$ cat config.mk
export PLATFORM = sky130hd
export DESIGN_NAME = fp32_to_int_flat
export DESIGN_NICKNAME = d
export VERILOG_FILES = /design/src/rtl/fp32_to_int_pkg.sv /design/src/rtl/fp32_to_int_if.sv /design/src/rtl/fp32_classify.sv /design/src/rtl/fp32_to_int.sv /design/src/flat_wrapper.sv
export SDC_FILE = /design/constraint.sdc
export NUM_CORES = 1
export LEC_CHECK = 0
export ABC_CLOCK_PERIOD_IN_PS = 3260
export CAP_MARGIN = 20
export CORE_MARGIN = 3
export CORE_UTILIZATION = 45
export CTS_BUF_LIST = sky130_fd_sc_hd__clkbuf_4 sky130_fd_sc_hd__clkbuf_8
export DETAILED_ROUTE_END_ITERATION = 8
export PLACE_DENSITY = 0.72
export SETUP_SLACK_MARGIN = 0.2
export SLEW_MARGIN = 20
export SYNTH_ARGS = -nofsm -noshare
export SYNTH_HDL_FRONTEND = slang
export SYNTH_SLANG_ARGS = --single-unit
$ cat constraint.sdc
create_clock -name clk -period 3.26 [get_ports clk]
set_input_delay 0.489 -clock clk [delete_from_list [all_inputs] [get_ports clk]]
set_output_delay 0.489 -clock clk [all_outputs]
set_load 0.03 [all_outputs]
$ cat src/rtl/fp32_to_int_pkg.sv
// Shared FP32 definitions: field widths, exponent codes, integer limits and the
// converter state encoding. Intended for reuse by the adder and later FP blocks.
package fp32_to_int_pkg;

  localparam int FP_BIAS   = 127;
  localparam int FP_EXP_W  = 8;
  localparam int FP_MANT_W = 23;

  localparam logic [FP_EXP_W-1:0] EXP_SPECIAL = 8'hFF;
  localparam logic [FP_EXP_W-1:0] EXP_ZERO    = 8'h00;

  localparam logic [31:0] INT_MAX = 32'h7FFF_FFFF;
  localparam logic [31:0] INT_MIN = 32'h8000_0000;

  typedef enum logic [1:0] {
    IDLE  = 2'd0,
    SHIFT = 2'd1,
    NEG   = 2'd2,
    DONE  = 2'd3
  } state_e;

endpackage

$ cat src/rtl/fp32_to_int_if.sv
// Request/response bundle for the FP32-to-integer converter.
interface fp32_to_int_if;
  logic        start;
  logic [31:0] a;
  logic        busy;
  logic        done;
  logic [31:0] result;
  logic        err;

  modport master (output start, a, input busy, done, result, err);
  modport slave  (input start, a, output busy, done, result, err);
endinterface

$ cat src/rtl/fp32_classify.sv
// Combinational FP32 field decoder: special-value flags, unbiased exponent and
// the mantissa with its hidden bit restored.
module fp32_classify
  import fp32_to_int_pkg::*;
(
  input  logic              [31:0]        a_i,
  output logic                            is_nan_o,
  output logic                            is_inf_o,
  output logic                            is_zero_o,
  output logic signed       [FP_EXP_W:0]  exp_unb_o,
  output logic              [FP_MANT_W:0] mant_o
);

  logic [FP_EXP_W-1:0]  exp_f;
  logic [FP_MANT_W-1:0] man_f;

  assign exp_f = a_i[30:23];
  assign man_f = a_i[22:0];

  assign is_nan_o  = (exp_f == EXP_SPECIAL) && (man_f != '0);
  assign is_inf_o  = (exp_f == EXP_SPECIAL) && (man_f == '0);
  // Denormals are reported as zero: they truncate to 0 in every integer use.
  assign is_zero_o = (exp_f == EXP_ZERO);
  assign exp_unb_o = $signed({1'b0, exp_f}) - $signed((FP_EXP_W+1)'(FP_BIAS));
  assign mant_o    = {(exp_f != EXP_ZERO), man_f};

endmodule

$ cat src/rtl/fp32_to_int.sv
// FP32 to int32 converter, round toward zero, with a one-bit-per-cycle shifter.
// state | meaning: IDLE wait start | SHIFT align mag | NEG apply sign | DONE pulse done
module fp32_to_int
  import fp32_to_int_pkg::*;
(
  input  logic clk,
  input  logic rst_n,
  fp32_to_int_if.slave bus
);

  logic              is_nan, is_inf, is_zero;
  logic signed [8:0] exp_unb;
  logic [23:0]       mant;

  fp32_classify u_classify (
    .a_i       (bus.a),
    .is_nan_o  (is_nan),
    .is_inf_o  (is_inf),
    .is_zero_o (is_zero),
    .exp_unb_o (exp_unb),
    .mant_o    (mant)
  );

  state_e      state_q, state_d;
  logic [31:0] mag_q, mag_d;
  logic [4:0]  cnt_q, cnt_d;
  logic        right_q, right_d;
  logic        sign_q, sign_d;
  logic [31:0] result_q, result_d;
  logic        err_q, err_d;
  logic [4:0]  shift_n;

  assign shift_n = (exp_unb < 9'sd23) ? (5'd23 - exp_unb[4:0]) : (exp_unb[4:0] - 5'd23);

  always_ff @(posedge clk or negedge rst_n) begin
    if (!rst_n) begin
      state_q  <= IDLE;
      mag_q    <= '0;
      cnt_q    <= '0;
      right_q  <= 1'b0;
      sign_q   <= 1'b0;
      result_q <= '0;
      err_q    <= 1'b0;
    end else begin
      state_q  <= state_d;
      mag_q    <= mag_d;
      cnt_q    <= cnt_d;
      right_q  <= right_d;
      sign_q   <= sign_d;
      result_q <= result_d;
      err_q    <= err_d;
    end
  end

  always_comb begin
    state_d  = state_q;
    mag_d    = mag_q;
    cnt_d    = cnt_q;
    right_d  = right_q;
    sign_d   = sign_q;
    result_d = result_q;
    err_d    = err_q;
    case (state_q)
      IDLE: begin
        if (bus.start) begin
          if (is_nan || is_inf) begin
            result_d = '0;
            err_d    = 1'b1;
            state_d  = DONE;
          end else if (is_zero || (exp_unb < 9'sd0)) begin
            result_d = '0;
            err_d    = 1'b0;
            state_d  = DONE;
          end else if (exp_unb >= 9'sd31) begin
            if (bus.a[31]) begin
              // Exactly -2^31 is representable; every other case saturates.
              result_d = INT_MIN;
              err_d    = !((exp_unb == 9'sd31) && (mant[22:0] == '0));
            end else begin
              result_d = INT_MAX;
              err_d    = 1'b1;
            end
            state_d = DONE;
          end else begin
            mag_d   = {8'b0, mant};
            cnt_d   = shift_n;
            right_d = (exp_unb < 9'sd23);
            sign_d  = bus.a[31];
            state_d = (shift_n == 5'd0) ? NEG : SHIFT;
          end
        end
      end
      SHIFT: begin
        mag_d = right_q ? (mag_q >> 1) : (mag_q << 1);
        cnt_d = cnt_q - 5'd1;
        if (cnt_q == 5'd1) state_d = NEG;
      end
      NEG: begin
        result_d = sign_q ? (~mag_q + 32'd1) : mag_q;
        err_d    = 1'b0;
        state_d  = DONE;
      end
      DONE: state_d = IDLE;
      default: state_d = IDLE;
    endcase
  end

  assign bus.busy   = (state_q != IDLE);
  assign bus.done   = (state_q == DONE);
  assign bus.result = result_q;
  assign bus.err    = err_q;

endmodule

$ cat src/flat_wrapper.sv
// flat-port wrapper written by rule: the top's interface ports become plain ports
module fp32_to_int_flat import fp32_to_int_pkg::*;
  (clk, rst_n, bus_start, bus_a, bus_busy, bus_done, bus_result, bus_err);
  fp32_to_int_if bus_i ();
  input  logic clk;
  input  logic rst_n;
  input wire logic [$bits(bus_i.start)-1:0] bus_start;
  input wire logic [$bits(bus_i.a)-1:0] bus_a;
  output wire logic [$bits(bus_i.busy)-1:0] bus_busy;
  output wire logic [$bits(bus_i.done)-1:0] bus_done;
  output wire logic [$bits(bus_i.result)-1:0] bus_result;
  output wire logic [$bits(bus_i.err)-1:0] bus_err;
  assign bus_i.start = bus_start;
  assign bus_i.a = bus_a;
  assign bus_busy = bus_i.busy;
  assign bus_done = bus_i.done;
  assign bus_result = bus_i.result;
  assign bus_err = bus_i.err;
  fp32_to_int u_core (.clk(clk), .rst_n(rst_n), .bus(bus_i));
endmodule
Word level (Yosys, flattened, before mapping)
Cells that the tools add are included.
{"block": "classes", "bitwise_logic": 4, "n_mux": 32, "reduce_logical": 19, "n_lt_le_gt_ge": 3, "addsub": 5, "n_eq_ne": 12}
{"operator": "2-to-1 mux 32 bit", "count": 11}
{"operator": "one-hot mux 32 bit (2 select lines)", "count": 2}
{"operator": "adder 32 x 1 -> 32 bit (second input constant)", "count": 1}
{"operator": "inverter 32 bit", "count": 1}
{"operator": "2-to-1 mux 5 bit", "count": 5}
{"operator": "logical NOT 23 bit", "count": 1}
{"operator": "nonzero test 23 bit", "count": 1}
{"operator": "2-to-1 mux 2 bit", "count": 6}
{"operator": "one-hot mux 5 bit (2 select lines)", "count": 1}
{"operator": "AND reduction 5 bit", "count": 2}
{"operator": "== test 9 x 6 -> 1 bit (second input constant)", "count": 1}
{"operator": "greater-or-equal comparator 9 x 6 -> 1 bit (second input constant)", "count": 1}
{"operator": "< comparator 9 x 1 -> 1 bit (second input constant)", "count": 1}
{"operator": "< comparator 9 x 6 -> 1 bit (second input constant)", "count": 1}
{"operator": "subtractor 8 x 7 -> 9 bit (second input constant)", "count": 1}
{"operator": "== test 8 bit (second input constant)", "count": 1}
{"operator": "logical NOT 8 bit", "count": 1}
{"operator": "inequality test 2 bit (second input constant)", "count": 4}
{"operator": "one-hot mux 2 bit (4 select lines)", "count": 1}
{"operator": "nonzero test 8 bit", "count": 1}
{"operator": "nonzero test 2 bit", "count": 3}
{"operator": "== test 5 x 1 -> 1 bit (second input constant)", "count": 1}
{"operator": "logical NOT 5 bit", "count": 1}
{"operator": "2-to-1 mux 1 bit", "count": 5}
{"operator": "15 further kinds", "count": 21}
{"block": "totals", "output_inout_bits": 35, "reg_bits": 74, "wordCells": 82, "inputBits": 35}

Longest topological paths before layout
Gate-level depths: netlist of run 1.
{"block": "logic_depth", "depth_word": 10, "ltp_mapped": 12, "mapped_depth_nobuf": 11}

Hierarchy
A second synthesis of run 1 with hierarchy kept.
{"block": "hier_totals", "hier_cells": 616, "hier_area_um2": 5167.5}
{"module": "fp32_to_int", "area_each_um2": 4765.8, "seq_area_each_um2": 1851.8, "cells_each": 557, "instances": 1}
{"module": "fp32_classify", "area_each_um2": 401.6, "seq_area_each_um2": 0.0, "cells_each": 59, "instances": 1}

Least setup slack after synthesis of run 1
OpenSTA, ideal clock, no wires.
{"block": "synth_timing", "path_kind": "input port to flip-flop", "from": "input bus_a[24]", "to": "register u_core.state_q[1]", "required_time_ps": 3196, "arrival_ps": 2827, "path_slack_ps": 369, "setup_time_ps": 64, "n_path_buf": 0, "stages": 11, "path_cell_list": "ha_1 -> nand2_2 -> xor2_1 -> inv_2 -> ha_1 -> a311o_1 -> o21ai_0 -> nand2_1 -> or4_1 -> a31oi_1 -> mux2_2"}
{"block": "synth_via", "elab_chain_len": 10, "elab_cells_between_ends": 20, "classes_between": "add/sub (3); order compare (3); eq/ne (1); mux (7); reduce/logical (6)"}
{"item": "start: declaration", "line": "flat_wrapper.sv:8", "rtl": "input wire logic [$bits(bus_i.a)-1:0] bus_a;"}
{"item": "subtractor 8 x 7 -> 9 bit", "line": "fp32_classify.sv:24", "rtl": "assign exp_unb_o = $signed({1'b0, exp_f}) - $signed((FP_EXP_W+1)'(FP_BIAS));"}
{"item": "< comparator 9 x 6 -> 1 bit or subtractor 5 bit (tied branches)", "line": "fp32_to_int.sv:33", "rtl": "assign shift_n = (exp_unb < 9'sd23) ? (5'd23 - exp_unb[4:0]) : (exp_unb[4:0] - 5'd23);"}
{"item": "2-to-1 mux 5 bit", "line": "fp32_to_int.sv:33"}
{"item": "logical NOT 5 bit", "line": "fp32_to_int.sv:89", "rtl": "state_d = (shift_n == 5'd0) ? NEG : SHIFT;"}
{"item": "2-to-1 mux 2 bit", "line": "fp32_to_int.sv:89"}
{"item": "2-to-1 mux 2 bit", "line": "fp32_to_int.sv:74", "rtl": "end else if (exp_unb >= 9'sd31) begin"}
{"item": "2-to-1 mux 2 bit", "line": "fp32_to_int.sv:70", "rtl": "end else if (is_zero || (exp_unb < 9'sd0)) begin"}
{"item": "2-to-1 mux 2 bit *", "line": "fp32_to_int.sv:66", "rtl": "if (is_nan || is_inf) begin"}
{"item": "2-to-1 mux 2 bit *", "line": "fp32_to_int.sv:65", "rtl": "if (bus.start) begin"}
{"item": "one-hot mux 2 bit (4 select lines) *", "line": "fp32_to_int.sv:63", "rtl": "case (state_q)"}
{"item": "end signal: assignment", "line": "fp32_to_int.sv:45", "rtl": "state_q <= state_d;"}
{"item": "end: declaration", "line": "fp32_to_int.sv:24", "rtl": "state_e state_q, state_d;"}
Mark *: on every way between the ends. The rest lies on a longest branch, timed or not. The select of a mux whose other input is x is not followed.
A chain may end at the register's enable or synchronous reset.

Worst setup path in the final report of run 1
{"block": "layout_timing", "from": "input bus_a[25]", "to": "register u_core.mag_q[31]"}
{"block": "layout_via", "elab_chain_len": 5, "elab_cells_between_ends": 13, "classes_between": "add/sub (1); order compare (2); eq/ne (4); reduce/logical (6)"}
{"item": "subtractor 8 x 7 -> 9 bit or == test 8 bit (tied branches)", "line": "fp32_classify.sv:24, fp32_classify.sv:20, fp32_classify.sv:21"}
{"item": "< comparator 9 x 1 -> 1 bit (tied with other cells)", "line": "fp32_to_int.sv:70"}
{"item": "logical OR 1 bit, on equally long branches", "line": "fp32_to_int.sv:70, fp32_to_int.sv:66"}
{"item": "inequality test 2 bit (no source line)"}
{"item": "AND reduction 5 bit (no source line) *"}
{"item": "end signal: assignment", "line": "fp32_to_int.sv:46", "rtl": "mag_q <= mag_d;"}
{"item": "end: declaration", "line": "fp32_to_int.sv:25", "rtl": "logic [31:0] mag_q, mag_d;"}
Mark *: on every way between the ends. The rest lies on a longest branch, timed or not.

==> results of run 1 <==
## through the flow
step                      setup slack [ns]  TNS, ns  area (um2)
after floorplan                      0.369        0        4890
after global placement              -0.274   -0.727        5890
after detailed placement            -0.350    -2.37        5890
after CTS                            0.255        0        6100
after global routing                 0.223        0        6270
final                                0.314        0        6270
## cell families (layout without fill, tap and decap cells)
logic type               after synthesis  in the layout  share of synthesized area [%]
AND/OR/NAND/NOR                      201            201                           19.5
AO/OA/AOI/OAI                        169            170                           21.1
flip-flops                            74             74                           37.9
buffers and inverters                 58            142                           4.79
XOR/XNOR                              37             37                           6.63
multiplexers                          32             32                           6.78
adder cells (fa/ha/maj)               13             13                           3.33
## power groups by stage
stage | sequential, mW | combinational, mW | clock [mW]
3_5_place_dp | 1.84 | 3.43 | 0
6_report | 1.84 | 3.70 | 0.748
3_3_place_gp | 1.82 | 3.36 | 0
5_1_grt | 1.90 | 4.08 | 0.795
2_1_floorplan | 2.05 | 2.10 | 0
4_1_cts | 1.83 | 3.46 | 0.763
## sequential cells by signal (all words and copies together), names as in the netlist
register and flops:
u_core.bus.err 1, u_core.bus.result 32, u_core.cnt_q 5, u_core.mag_q 32, u_core.right_q 1, u_core.sign_q 1, u_core.state_q 2
## placed cells by master, fill, tap and decap left out, types with 5 or more instances in the layout
cell,synthesis,routed
a31oi_1,7,7
o21ai_0,75,71
xor2_1,12,11
buf_4,0,33
clkbuf_8,0,11
nor4_1,8,8
o41ai_1,5,5
mux2i_1,23,23
o31ai_1,8,8
or3_1,10,10
nand2_1,94,94
xnor2_1,25,25
mux2_2,9,9
o21a_1,7,7
nand3_1,8,8
nor2_1,38,38
or4_1,8,8
o211ai_1,9,9
clkdlybuf4s50_1,0,67
inv_1,12,12
ha_1,13,10
a21oi_1,38,38
nor3_1,8,7
dfrtp_1,74,74
## worst register-to-register path, delay by kind of cell, from the launching register on
| kind | cells | cell delay (ns) |
|---|---|---|
| xor+xnor | 1 | 0.15 |
| compound gates | 3 | 0.56 |
| simple gates | 3 | 1.57 |
| flops | 1 | 0.47 |
## layout make-up
class / count / area, um2 / share of cell area [%]
tap: 136 / 170 / 2.71
sequential: 74 / 1850 / 29.5
clock buffer: 12 / 159 / 2.53
timing repair buffer: 112 / 1120 / 17.9
clock inverter: 4 / 50.0 / 0.798
multi-input combinational: 453 / 2860 / 45.7
inverter: 14 / 52.6 / 0.838
## routing by layer
| metal | GRT usage (%) | vias up |
|---|---|---|
| met5 | 0 | - |
| met4 | 7.92 | 0 |
| met3 | 3.15 | 21 |
| met2 | 37.0 | 156 |
| met1 | 29.7 | 2210 |
| li1 | - | 2237 |
## worst paths after layout
path / slack, ns / endpoint / startpoint / cells past startpoint
min in group clk: 0.48 / u_core.bus.result[25] / u_core.bus.result[25] / 2
max reg2reg: 0.44 / u_core.bus.result[30] / u_core.mag_q[14] / 7
max in group asynchronous: 2.80 / u_core.mag_q[6] / rst_n / 2
min: 0.15 / u_core.mag_q[8] / rst_n / 2
max: 0.31 / u_core.mag_q[31] / bus_a[25] / 9
min reg2reg: 0.48 / u_core.bus.result[25] / u_core.bus.result[25] / 2
## timing repair
item | 4_1_cts | 5_1_grt
buffers inserted | 0 | 2
gates cloned | 0 | 6
resized for setup | 3 | 9
hold endpoints to repair | 0 | 0
endpoints found under the setup margin | 1 | 27
==> flow_summary.toml, run 1 <==
[detailed_routing]
wl_per_cell_um = 16.9
met3_length_um = 751
firstDrtPassIters = 6
vias_per_cell = 5.74
wl_met1_um = 5930
ant_nets = 0
drtIter0Drc = 470
route.met2.wl_um = 6640
vias = 4624
route.detailed.drc = 0
dr.max_layer_used = "met4"
wirelength_um = 13600

[floorplan]
row_count = 37
die_h_um = 110
coreArea_um2 = 10500
ios = 70
die_x_um = 110
start_util_pct = 46.7
die_area_um2 = 12100

[critical_path]
critPathLaunchType = "input port"
cp_slowest_cell = "or4_4"
slowest_delay_ns = 0.58
path_buf_inv = 2
end_kind = "flip-flop"
worstSetupPathType = "in -> reg"
crit_family = "simple AND/OR/NAND/NOR gates"
cp_cell_sequence = "clkdlybuf4s50_1 > ha_2 > nand2_2 > or4_1 > a32o_1 > or4_4 > a21boi_4 > buf_6 > o31ai_1"
crit_fanout = 11
arrival_ns = 3.21
crit_required_ns = 3.53

[logic_synthesis]
synth_edf_count = 0
netlist-cell-type-count = 61
synth-seq-cells = 74
syn_area_um2 = 4890
ys_top_cells_by_count = "94 x nand2_1, 75 x o21ai_0, 74 x dfrtp_1"
synth_ff_type = "dfrtp_1"
yosysSeqAreaShare_pct = 37.9
synthTopCellsByArea = "dfrtp_1 38%, o21ai_0 7.7%, nand2_1 7.2%"
ys_warn_count = 0
synthArstFlopShare_pct = 100
yosysTopAreaCellShare_pct = 37.9
synth_top_area_cell = "dfrtp_1"
yosysMostFrequentCell = "nand2_1"
syn_inst = 584
syn_avg_cell_area_um2 = 8.37
synth.net_count = 632

[hold_path]
hp-class = "in -> async"

[clocking]
clockBufferDepth = 2
cts.sinks = 74
cts_tree = "yes"
numCtsBuffers = 9
cts_root_buf = "clkbuf_8"
clk_pin_slew_ns = 0.08
holdBufCountCts = 0
cts-htree-levels = 3
clock_latency_ns = 0.36

[grt]
grt.total_usage_pct = 22.3
grt-ovfl-total = 0
grt_max_degree = 75
grt_pass1_vias = 4262
grt_pass1_wl_um = 21100
antenna_found_initial = 0

[sta]
skew_ns = 0.0182
tightest_slew_ns = 0.967
fmax_mhz = 339
setup_viol = 0
timing.final.max_slew_violations = 0
finalHoldViolations = 0
fin_crit_sh_pct = 90.4
slew_headroom_pct = 35.6
worst_hold_slack_ns = 0.153
rsz0062_at_grt = "no"
fin_crit_ns = 2.95

[placement]
post-place-cells = 781
port_buffers = 69
dpl.hpwl_um = 9600
gp_congestion = 0.906

[power]
p_sw_share_pct = 46.0
p_per_area_nw_per_um2 = 1000
power_mw = 6.28
p_clk_share_pct = 11.9
leakagePower_nw = 2.54
p_sw_mw = 2.89
ir_drop_v = 0.000551
p_comb_share_pct = 58.8
seq_power_share_pct = 29.3
intPower_mw = 3.39

[finish]
antenna_cells = 0
drive_above_1_share_pct = 13.5
syn2layout_area_growth_pct = 28.3
fin_util_pct = 59.9
layout.cells.non_filler = 805
nets = 712
nFillCells = 937

[outcome]
status = "completed"

[run]
cap_violations = 0
(Power assumes the default switching activity.)
==> run 2, diff against run 1 <==
- CORE_MARGIN: 3 -> 1.5
==> run 2 against run 1 <==
Effect of this change:
- global-route usage increased by 1.4 points
- wire length shrank 5.8%
- register-to-register slack better by 0.03 ns
- sequential share of layout area is 0.89 points higher
- sequential power hardly changed
- first-iteration DRC count shrank 33%
- largest cell class unchanged
==> flow_summary.toml, run 2 (synthesized netlist as in run 1, its figures left out) <==
[critical_path]
r2r-start = "u_core.mag_q[13]"
crit_required_ns = 3.53
crit_fanout = 18
critPathLaunchType = "input port"
reg2reg_slack_ns = 0.47
worstSetupPathType = "in -> reg"
cp-startpoint = "bus_a[23]"
arrival_ns = 3.21
end_kind = "flip-flop"

[floorplan]
ios = 70
row_count = 37
start_util_pct = 46.9
die_h_um = 107
coreArea_um2 = 10400
die_area_um2 = 11500
die_x_um = 107

[finish]
drive_above_1_share_pct = 12.0
layout.cells.non_filler = 795
fin_util_pct = 58.5
nets = 702
antenna_cells = 0
final_common_cell = "nand2_1"
fin_area_um2 = 6090
syn2layout_area_growth_pct = 24.5
final_cell_mix = "94 x nand2_1, 74 x dfrtp_1, 73 x o21ai_0"

[placement]
gp_congestion = 0.900
dpl.hpwl_um = 9340
post-place-cells = 778
port_buffers = 69
placed_area_um2 = 5870

[clocking]
cts_root_buf = "clkbuf_8"
clockBufferDepth = 2
cts_tree = "yes"
cts.sinks = 74
clock_latency_ns = 0.37
numCtsBuffers = 9
cts-htree-levels = 3
clk_pin_slew_ns = 0.09
holdBufCountCts = 0

[detailed_routing]
firstDrtPassIters = 5
wirelength_um = 12800
drtIter0Drc = 313
vias = 4534
route.detailed.drc = 0
vias_per_cell = 5.70
wl_per_cell_um = 16.1
ant_nets = 0

[sta]
finalHoldViolations = 0
fmax_mhz = 340
slew_headroom_pct = 37.3
skew_ns = 0.0180
tightest_slew_ns = 0.940
fin_crit_sh_pct = 90.3
fin_crit_ns = 2.94
setup_viol = 0
timing.final.max_slew_violations = 0
rsz0062_at_grt = "no"

[power]
power_mw = 6.02
p_per_area_nw_per_um2 = 988
leakagePower_nw = 2.44
ir_drop_v = 0.000465

[grt]
grt_max_degree = 75
grt-ovfl-total = 0
grt.total_usage_pct = 23.7
grt_pass1_vias = 4284
grt_pass1_wl_um = 21600
antenna_found_initial = 0

[run]
cap_violations = 0

[hold_path]
hp-class = "in -> async"

[outcome]
status = "completed"
==> run 2: changes by cell type in the layout (fill, tap and decap cells not counted), sizes merged <==
cell      change
inv           +3
bufinv        -1
clkinv        -1
a21boi        -1
buf           -6
clkinvlp      +1
clkbuf        -5
==> run 2: routing by layer <==
metal | GRT usage [%] | up-vias | wire length (um)
li1 | - | 2212 | -
met2 | 37.5 | 148 | 5770
met5 | 0 | - | 0
met1 | 33.1 | 2153 | 6020
met4 | 8.00 | 0 | 304
met3 | 3.40 | 21 | 728
==> run 2: area by class of cell <==
cell class / count / area [um2]
Fill cell: 951 / 4330
Multi-Input combinational cell: 452 / 2850
Sequential cell: 74 / 1850
Timing Repair Buffer: 103 / 981
Tap cell: 136 / 170
Clock buffer: 10 / 138
Inverter: 14 / 52.6
Clock inverter: 6 / 48.8
==> run 2: path summary, 6_finish.rpt <==
kind                                         end  cells after the start
hold / removal             u_core.bus.result[13]                      2
hold reg to reg                   u_core.bus.err                      2
min in group clk                  u_core.bus.err                      2
setup reg to reg           u_core.bus.result[31]                      7
setup / recovery                u_core.mag_q[31]                      9
max in group asynchronous        u_core.mag_q[8]                      2
==> run 2: what timing repair did <==
item / 4_1_cts / 5_1_grt
setup endpoints to repair: 0 / 28
buffers inserted: 0 / 1
gates resized for setup: 0 / 7
==> run 2: critical path, stage by stage <==
cell             delay (ns)
clkdlybuf4s50_1        0.50
buf_4                  0.17
nand2_2                0.09
or4_1                  0.52
a32o_1                 0.23
or4_4                  0.58
a21boi_4               0.20
buf_12                 0.18
o31ai_1                0.24
==> run 2: per-stage QoR <==
| step | setup WS [ns] | hold slack [ns] | TNS [ns] |
|---|---|---|---|
| final | 0.317 | 0.335 | 0 |
| after global routing | 0.219 | 0.429 | 0 |
| after CTS | 0.226 | 0.377 | 0 |
| after detailed placement | -0.152 | 0.467 | -3.20 |
| after global placement | -0.108 | 0.462 | -0.379 |
| after floorplan | 0.369 | 0.193 | 0 |
==> run 2: power breakdown <==
group	total [mW]	switching, mW	leakage, nW	internal, mW
registers	1.84	0.494	0.905	1.34
logic	3.47	1.98	1.45	1.49
clock network	0.703	0.398	0.0859	0.305
total	6.02	2.87	2.44	3.14
